### config.mk
export PLATFORM = sky130hd
export DESIGN_NAME = spi_flash_responder_flat
export DESIGN_NICKNAME = d
export VERILOG_FILES = /design/src/rtl/spi_flash_responder_if.sv /design/src/rtl/spi_flash_responder.sv /design/src/flat_wrapper.sv
export SDC_FILE = /design/constraint.sdc
export NUM_CORES = 1
export LEC_CHECK = 0
export CORE_ASPECT_RATIO = 1.25
export CORE_UTILIZATION = 45
export CTS_BUF_LIST = sky130_fd_sc_hd__clkbuf_16
export DETAILED_ROUTE_END_ITERATION = 16
export PLACE_DENSITY_LB_ADDON = 0.15
export SLEW_MARGIN = 20
export SYNTH_ARGS = -nofsm -noshare
export SYNTH_HDL_FRONTEND = slang
export SYNTH_SLANG_ARGS = --single-unit
### constraint.sdc
create_clock -name clock -period 6.9 [get_ports clock]
set_input_delay 1.035 -clock clock [delete_from_list [all_inputs] [get_ports clock]]
set_output_delay 1.035 -clock clock [all_outputs]
set_load 0.02 [all_outputs]
### src/rtl/spi_flash_responder_if.sv
// SPI bus between an initiator (master) and the flash responder (slave).
interface spi_flash_responder_if;
    logic sclk;
    logic SS;
    logic MOSI;
    logic MISO;

    modport master (output sclk, output SS, output MOSI, input MISO);
    modport slave  (input sclk, input SS, input MOSI, output MISO);
endinterface

### src/rtl/spi_flash_responder.sv
// Mode-0 SPI flash responder: WREN / PP / READ / RDSR over a small byte memory.
// Optional busy timer after page program: define SPI_FLASH_BUSY_EN.
module spi_flash_responder #(
    parameter int ADDR_BITS   = 4,
    parameter int PROG_CYCLES = 64
) (
    input  logic                 clock,
    input  logic                 reset,
    spi_flash_responder_if.slave spi,
    output logic [7:0]           status
);
    localparam int         MEM_BYTES = 2 ** ADDR_BITS;
    localparam logic [7:0] CMD_WREN  = 8'h06;
    localparam logic [7:0] CMD_PP    = 8'h02;
    localparam logic [7:0] CMD_READ  = 8'h03;
    localparam logic [7:0] CMD_RDSR  = 8'h05;

    typedef enum logic [2:0] {
        IDLE, CMD, ADDR, DATA_IN, DATA_OUT, STAT_OUT, IGNORE
    } state_t;

    state_t state, state_next;

    logic [1:0] sclk_sync, ss_sync, mosi_sync;
    logic       sclk_prev, ss_prev;
    logic       sclk_rise, sclk_fall, ss_rise, ss_fall, mosi;

    logic [6:0]           rx_sh;
    logic [7:0]           rx_next;
    logic [4:0]           bit_cnt;
    logic                 last_bit;
    logic [ADDR_BITS-1:0] addr, addr_shift, addr_inc;
    logic [7:0]           tx_sh;
    logic [2:0]           tx_cnt;
    logic                 miso_q;
    logic                 wel, wip;
    logic                 wren_ok, pp_frame;
    logic                 mem_we;

    // NOTE: memory has no reset; contents survive reset and power up as 0xFF.
    logic [7:0] mem [MEM_BYTES] = '{default: 8'hFF};

    // SS chain resets low so a frame already in progress at reset release
    // never looks like a fresh SS falling edge.
    always_ff @(posedge clock or posedge reset) begin
        if (reset) begin
            sclk_sync <= '0;
            ss_sync   <= '0;
            mosi_sync <= '0;
            sclk_prev <= 1'b0;
            ss_prev   <= 1'b0;
        end else begin
            // NOTE: sequential state always uses non-blocking assignments.
            sclk_sync <= {sclk_sync[0], spi.sclk};
            ss_sync   <= {ss_sync[0], spi.SS};
            mosi_sync <= {mosi_sync[0], spi.MOSI};
            sclk_prev <= sclk_sync[1];
            ss_prev   <= ss_sync[1];
        end
    end

    assign sclk_rise  = sclk_sync[1] & ~sclk_prev;
    assign sclk_fall  = ~sclk_sync[1] & sclk_prev;
    assign ss_fall    = ss_prev & ~ss_sync[1];
    assign ss_rise    = ~ss_prev & ss_sync[1];
    assign mosi       = mosi_sync[1];

    assign rx_next    = {rx_sh, mosi};
    assign last_bit   = (bit_cnt == 5'd7);
    assign addr_shift = ADDR_BITS'({addr, mosi});
    assign addr_inc   = addr + ADDR_BITS'(1);
    assign status     = {6'b0, wel, wip};
    assign spi.MISO   = miso_q;

    assign mem_we = sclk_rise && !ss_rise && !ss_fall && state == DATA_IN && last_bit && wel;

    always_ff @(posedge clock) begin
        if (mem_we) mem[addr] <= rx_next;
    end

    always_ff @(posedge clock or posedge reset) begin
        if (reset) state <= IDLE;
        else       state <= state_next;
    end

    always_comb begin
        // NOTE: default first so every path assigns state_next and no latch forms.
        state_next = state;
        if (ss_rise) begin
            state_next = IDLE;
        end else if (ss_fall) begin
            state_next = CMD;
        end else if (sclk_rise) begin
            case (state)
                CMD: if (last_bit) begin
                    if (rx_next == CMD_RDSR)
                        state_next = STAT_OUT;
                    else if ((rx_next == CMD_PP || rx_next == CMD_READ) && !wip)
                        state_next = ADDR;
                    else
                        state_next = IGNORE;
                end
                ADDR: if (bit_cnt == 5'd23) state_next = pp_frame ? DATA_IN : DATA_OUT;
                default: ;
            endcase
        end
    end

    always_ff @(posedge clock or posedge reset) begin
        if (reset) begin
            rx_sh    <= '0;
            bit_cnt  <= '0;
            addr     <= '0;
            tx_sh    <= '0;
            tx_cnt   <= '0;
            miso_q   <= 1'b1;
            wel      <= 1'b0;
            wren_ok  <= 1'b0;
            pp_frame <= 1'b0;
        end else begin
            if (state != DATA_OUT && state != STAT_OUT) miso_q <= 1'b1;

            if (ss_fall) begin
                bit_cnt  <= '0;
                wren_ok  <= 1'b0;
                pp_frame <= 1'b0;
            end else if (ss_rise) begin
                if (wren_ok)  wel <= 1'b1;
                if (pp_frame) wel <= 1'b0;
            end else if (sclk_rise && state != IDLE) begin
                rx_sh <= rx_next[6:0];
                if ((state == ADDR) ? (bit_cnt == 5'd23) : last_bit) bit_cnt <= '0;
                else                                                  bit_cnt <= bit_cnt + 5'd1;
                case (state)
                    CMD: if (last_bit) begin
                        wren_ok  <= (rx_next == CMD_WREN) && !wip;
                        pp_frame <= (rx_next == CMD_PP) && !wip;
                        tx_sh    <= status;
                        tx_cnt   <= '0;
                    end
                    ADDR: begin
                        addr <= addr_shift;
                        if (bit_cnt == 5'd23) begin
                            tx_sh  <= mem[addr_shift];
                            tx_cnt <= '0;
                        end
                    end
                    DATA_IN: if (last_bit) addr <= addr_inc;
                    // Any bit past the WREN opcode disqualifies it.
                    IGNORE: wren_ok <= 1'b0;
                    default: ;
                endcase
            end else if (sclk_fall && (state == DATA_OUT || state == STAT_OUT)) begin
                miso_q <= tx_sh[7];
                if (tx_cnt == 3'd7) begin
                    tx_cnt <= '0;
                    if (state == DATA_OUT) begin
                        addr  <= addr_inc;
                        tx_sh <= mem[addr_inc];
                    end else begin
                        tx_sh <= status;
                    end
                end else begin
                    tx_sh  <= {tx_sh[6:0], 1'b0};
                    tx_cnt <= tx_cnt + 3'd1;
                end
            end
        end
    end

`ifdef SPI_FLASH_BUSY_EN
    localparam int BUSY_W = $clog2(PROG_CYCLES + 1);

    logic [BUSY_W-1:0] busy_cnt;
    logic              wrote;

    // Only a PP frame that actually committed a byte starts the program timer.
    always_ff @(posedge clock or posedge reset) begin
        if (reset) begin
            busy_cnt <= '0;
            wrote    <= 1'b0;
        end else begin
            if (ss_fall)     wrote <= 1'b0;
            else if (mem_we) wrote <= 1'b1;

            if (ss_rise && pp_frame && wrote) busy_cnt <= BUSY_W'(PROG_CYCLES);
            else if (busy_cnt != '0)          busy_cnt <= busy_cnt - BUSY_W'(1);
        end
    end

    assign wip = (busy_cnt != '0);
`else
    assign wip = 1'b0;
`endif
endmodule

### src/flat_wrapper.sv
// flat-port wrapper written by rule: the top's interface ports become plain ports
module spi_flash_responder_flat 
#(
    parameter int ADDR_BITS   = 4,
    parameter int PROG_CYCLES = 64
)
  (clock, reset, status, spi_sclk, spi_SS, spi_MOSI, spi_MISO);
  spi_flash_responder_if spi_i ();
  input  logic clock;
  input  logic reset;
  output logic [7:0] status;
  input wire logic [$bits(spi_i.sclk)-1:0] spi_sclk;
  input wire logic [$bits(spi_i.SS)-1:0] spi_SS;
  input wire logic [$bits(spi_i.MOSI)-1:0] spi_MOSI;
  output wire logic [$bits(spi_i.MISO)-1:0] spi_MISO;
  assign spi_i.sclk = spi_sclk;
  assign spi_i.SS = spi_SS;
  assign spi_i.MOSI = spi_MOSI;
  assign spi_MISO = spi_i.MISO;
  spi_flash_responder #(.ADDR_BITS(ADDR_BITS), .PROG_CYCLES(PROG_CYCLES)) u_core (.clock(clock), .reset(reset), .spi(spi_i), .status(status));
endmodule
# Word-level counts from Yosys, hierarchy flattened
# Memories as Yosys holds them, arrays and structs flattened.
# Index checks and enable logic that the tools add are counted.
# Widths: inputs -> output; s select.
# op_classes
add_sub_neg	3
n_mul	0
div	0
magnitude_cmp	0
n_eq_ne	24
shift	0
mux	52
n_bitwise	10
reduce_logical	31
# ops
cell	n
$mux 8	6
$mux 3	13
$mux 4	5
$mux 5	4
$mux 1	19
$eq 8x2->1 const B	2
$eq 8x3->1 const B	2
$pmux 8 s2	1
$reduce_bool 2->1	7
$eq 3x3->1 const B	4
$ne 3x2->1 const B	4
$pmux 3 s2	2
$reduce_and 4->1	3
$ne 3x3->1 const B	3
$reduce_bool 3->1	3
$logic_and 1x1->1	8
$ne 4x1->1 const B	2
$pmux 4 s2	1
$reduce_and 7->1	1
$eq 3x2->1 const B	2
$not 1->1	6
$reduce_and 3->1	2
$reduce_and 6->1	1
$add 5x1->5 const B	1
other kinds (13)	18
# word_totals
register_bits	42
latch_bits	0
ram_bits	128
rom_bits	0
out_inout_bits	9
mem_count	1
# memory_table
memory	depth	width	read_ports	rd_ports_with_merged_regs	write_ports	line	rtl
u_core.mem	16	8	2	0	1	spi_flash_responder.sv:41	logic [7:0] mem [MEM_BYTES] = '{default: 8'hFF};

# Depth between registers and ports, before layout
# logic_depth
ltp_word	10
ltp_mapped	11
ltp_nobuf	7

# Worst setup path before layout
# Ideal clock, no wire load.
# synth_timing
kind	reg-to-reg
start	register u_core.addr[0]
end	register u_core.tx_sh[3]
setup_time_ns	0.132
t_arrival_ns	2.801
setup_slack_ns	3.967
stages_incl_launch_ff	11
n_path_buf	4
period_less_slack_ns	2.933
cell_sequence	dfrtp_1 -> buf_2 -> buf_2 -> inv_2 -> ha_1 -> buf_2 -> buf_2 -> mux4_2 -> mux2_2 -> a221oi_1 -> a21oi_1
# synth_via
elab_chain_cells	6
word_cells_on_any_way	8
classes_between	add/sub (1); mux (6); memory (1)
# synth_lines
element	line	rtl
start, declared	spi_flash_responder.sv:32	logic [ADDR_BITS-1:0] addr, addr_shift, addr_inc;
start signal, assigned	spi_flash_responder.sv:142	addr <= addr_shift;
start signal, assigned	spi_flash_responder.sv:148	DATA_IN: if (last_bit) addr <= addr_inc;
start signal, assigned	spi_flash_responder.sv:158	addr <= addr_inc;
$add 4x1->4	spi_flash_responder.sv:71	assign addr_inc = addr + ADDR_BITS'(1);
$mem_v2 16x8 (*)	--	
$mux 8	spi_flash_responder.sv:157	if (state == DATA_OUT) begin
$mux 8	spi_flash_responder.sv:155	if (tx_cnt == 3'd7) begin
$mux 8	spi_flash_responder.sv:153	end else if (sclk_fall && (state == DATA_OUT || state == STAT_OUT)) begin
$mux 8 (*)	spi_flash_responder.sv:130	end else if (sclk_rise && state != IDLE) begin
end signal, assigned	spi_flash_responder.sv:159	tx_sh <= mem[addr_inc];
end signal, assigned	spi_flash_responder.sv:161	tx_sh <= status;
end signal, assigned	spi_flash_responder.sv:164	tx_sh <= {tx_sh[6:0], 1'b0};
end, declared	spi_flash_responder.sv:33	logic [7:0] tx_sh;
# Every way passes the cells marked *; elsewhere a longest branch is shown, timed or not. The select of a mux whose other input is x is not followed.
# A chain may end at the register's enable or synchronous reset.

# Final worst setup path
# layout_timing
start	register u_core.addr[0]
end	register u_core.tx_sh[4]
# The elaborated chain is that of the path after synthesis.

==> flow_summary.json <==
{
  "run_status": "complete, no violations",
  "tritoncts": "yes",
  "first_pass_iteration_count_of_the_detailed_router": 4,
  "place.gp.congestion": 0.806,
  "power.share.sequential_pct": 48.0,
  "comb_pwr_share_pct": 21.0,
  "placeableCoreArea_mm2": 0.0180,
  "postCtsSetupBuffers": 0,
  "synth_top_cells_by_area": "edfxtp_1 (46%), mux4_2 (17%), dfrtp_1 (12%), mux2_2 (2.5%), nand2_1 (1.7%)",
  "fin_crit_sh_pct": 49.6,
  "placementRows": 55,
  "total_power_uw": 3050,
  "antenna_left": 0,
  "setup_viol_count_final": 0,
  "post-route-util_pct": 50.3,
  "critical_setup_path_kind": "reg2reg",
  "die_height_um": 154,
  "netlist.top_cell.by_area": "edfxtp_1",
  "grt_start_max_net_pins": 52,
  "syn-cell-area_mm2": 0.00827,
  "crit_fanout": 33,
  "finalCriticalPeriod_ps": 3420,
  "start_kind": "register",
  "num_antenna_cells": 0,
  "drc_errors": 0,
  "fin_setup_tns_ps": 0,
  "dominant_combinational_cell_family_by_area_after_synthesis": "multiplexers",
  "maxUsedRoutingLayer": "met4",
  "clock_network_fraction_of_design_power_pct": 31.1,
  "layout.nets": 543,
  "cts_buffers": 17,
  "syn-instance-count": 531,
  "critical_path.endpoint": "u_core.tx_sh[4]",
  "detailed_place_hpwl_mm": 12.6,
  "worstPathCellList": "inv_2, ha_2, mux4_2, mux2_2, a221oi_1, a21oi_1",
  "yosysUniqueCellTypes": 69,
  "simple_gate_portion_of_the_synthesized_area_pct": 7.98,
  "clk_pin_slew_worst_paths_ps": 70,
  "layout_common_cells": "edfxtp_1 (128), mux4_2 (63), dfrtp_1 (39)",
  "finClkSkew_ps": 12.8,
  "wire_per_inst_um": 24.6,
  "seq_area_frac_synth_pct": 59.2,
  "peakVddDrop_uv": 182,
  "power_leakage_uw": 0.00299,
  "antenna_found_initial": 0,
  "holdBufCountCts": 0,
  "post_synthesis_share_of_cell_area_spent_on_full_adders_half_adders_and_majority_gates_pct": 1.51,
  "critical_path_required_ps": 7210,
  "h-tree-depth": 4,
  "net_sw_power_uw": 929,
  "io_pins": 14,
  "cp_top_family": "adder cells",
  "cp-end-kind": "register",
  "startpoint": "u_core.addr[0]",
  "synth.mux.area_fraction_pct": 20.9,
  "worst_ep_arrival_time_ps": 3730,
  "effective_utilization_at_floorplan_pct": 45.9,
  "slew_viol_final": 0,
  "synth_top_cell_area_share_pct": 46.5,
  "setup_repair_after_global_routing_missed_its_margin": "false",
  "p_per_area_mw_per_mm2": 336,
  "worst_r2r_path_depth": 6,
  "postCtsResizedCells": 0,
  "switching_share_pct": 30.5,
  "grt_pass1_wl_mm": 29.3,
  "grt_remaining_overflow": 0,
  "critical_path_depth": 6,
  "met1Wirelength_mm": 7.82,
  "hp-class": "reg2reg",
  "async_reset_ff_share_pct": 24.7,
  "synth_warnings": 0,
  "pre_cts_slack_ps": 3420,
  "number_of_buffer_and_inverter_stages_on_the_critical_path": 1,
  "yosys_register_bits": 170,
  "vias_per_cell": 6.12,
  "area_delta_synth_final_pct": 9.72,
  "timing.max_slew.rel_slack_pct": 24.3,
  "worst_skew_pair.late_latency_ps": 440,
  "cpPeakStageDelay_ps": 1070,
  "clock_sink_count": 170,
  "global_route_total_usage_across_every_layer_pct": 21.7,
  "drt-initial-drc-count": 363,
  "die_width_um": 123,
  "routed-via-count": 4704,
  "tightest_slew_ps": 1130,
  "max-clock-path-buffers": 2,
  "drive_above_1_share_pct": 26.2,
  "place.port_buffers": 6,
  "met3_length_um": 791,
  "crit-reg2reg-launch": "u_core.addr[0]",
  "clockRootBuffer": "clkbuf_16",
  "power.internal_uw": 2120,
  "first_global_vias": 4921,
  "max-cap-violations": 0,
  "setup.reg_to_reg.worst_slack_ps": 3480,
  "timing.final.hold_violations": 0,
  "route.met2.wl_mm": 9.76,
  "synth_compound_area_share_pct": 6.40,
  "number_of_enable_type_register_cells_in_the_synthesized_netlist": 128,
  "route.final.wire_length_mm": 18.9,
  "postLayoutSetupSlackWorst_ps": 3480,
  "regToRegEndpoint": "u_core.tx_sh[4]",
  "max_freq_mhz": 292,
  "die_area_mm2": 0.0189,
  "synthesis.area_per_instance_um2": 15.6,
  "dominantRegCellSynth": "edfxtp_1",
  "layout.cells.most_common": "edfxtp_1",
  "slowest_stage": "ha_2",
  "synth_xor_area_share_pct": 0.499
}
worst reg2reg max path: cells and delay by family, from the launching register on:
| family | cells | cell delay [ps] |
|---|---|---|
| AO/OA/AOI/OAI | 2 | 370 |
| adder cells (fa/ha/maj) | 1 | 1070 |
| buffers and inverters | 1 | 250 |
| flip-flops | 1 | 700 |
| multiplexers | 2 | 900 |
per-layer routing:
metal,vias up,global-route usage (%)
met5,-,0
met2,137,36.2
met1,2438,27.8
li1,2094,-
met4,0,7.57
met3,35,4.93
synth_stat cells, drive strengths merged, types with 7 or more instances:
master / count
mux4: 63
nand3: 7
nand2b: 7
ha: 10
clkbuf: 15
o21ai: 17
a21oi: 20
edfxtp: 128
nand2: 37
mux2i: 11
nor2: 33
nor3: 13
dfrtp: 41
buf: 24
inv: 11
mux2: 18
flip-flops by register name (all words and copies together) (netlist names):
| name | flops |
|---|---|
| u_core.mem | 128 |
| u_core.tx_sh | 8 |
| u_core.rx_sh | 7 |
| u_core.bit_cnt | 5 |
| u_core.addr | 4 |
| u_core.state | 3 |
| u_core.tx_cnt | 3 |
| u_core.mosi_sync | 2 |
| u_core.sclk_sync | 2 |
| u_core.ss_sync | 2 |
| u_core.pp_frame | 1 |
| u_core.sclk_prev | 1 |
| u_core.spi.MISO | 1 |
| u_core.ss_prev | 1 |
| u_core.wel | 1 |
| u_core.wren_ok | 1 |
per-stage QoR:
stage	area, um^2	instances	hold WS, ps
2_1_floorplan	8290	537	331
3_3_place_gp	8460	736	335
3_5_place_dp	8460	736	343
4_1_cts	9040	768	363
5_1_grt	9070	769	366
6_report	9070	769	358
how the worst min path moves through the flow:
| stage | startpoint | to | slack, ps | cells past startpoint |
|---|---|---|---|---|
| 6_report | u_core.mosi_sync[0] | u_core.mosi_sync[1] | 360 | 0 |
| 5_1_grt | u_core.mosi_sync[0] | u_core.mosi_sync[1] | 370 | 0 |
| 4_1_cts | u_core.mosi_sync[0] | u_core.mosi_sync[1] | 360 | 0 |
| 3_5_place_dp | u_core.sclk_sync[0] | u_core.sclk_sync[1] | 340 | 0 |
| 3_3_place_gp | u_core.ss_sync[0] | u_core.ss_sync[1] | 330 | 0 |
| 2_1_floorplan | u_core.mosi_sync[0] | u_core.mosi_sync[1] | 330 | 0 |
cell families after synthesis:
family | Yosys count
flops | 170
fa+ha+maj | 10
buf+inv | 51
simple gates | 128
mux | 92
compound gates | 76
xor+xnor | 3
other cells | 1
power by group through the flow:
stage          sequential [uW]  clock (uW)  combinational (uW)
6_report                  1460         946                 638
3_3_place_gp              1480           0                 635
4_1_cts                   1460         956                 646
5_1_grt                   1480         996                 703
3_5_place_dp              1480           0                 644
2_1_floorplan             1380           0                 576
layout make-up:
cell class | count | area [um^2]
Fill cell | 1492 | 8960
Sequential cell | 170 | 4900
Multi-Input combinational cell | 316 | 3140
Clock buffer | 17 | 425
Tap cell | 228 | 285
Clock inverter | 15 | 153
Timing Repair Buffer | 11 | 118
Inverter | 12 | 45.0
No activity file was read; power rests on OpenSTA's default activity.
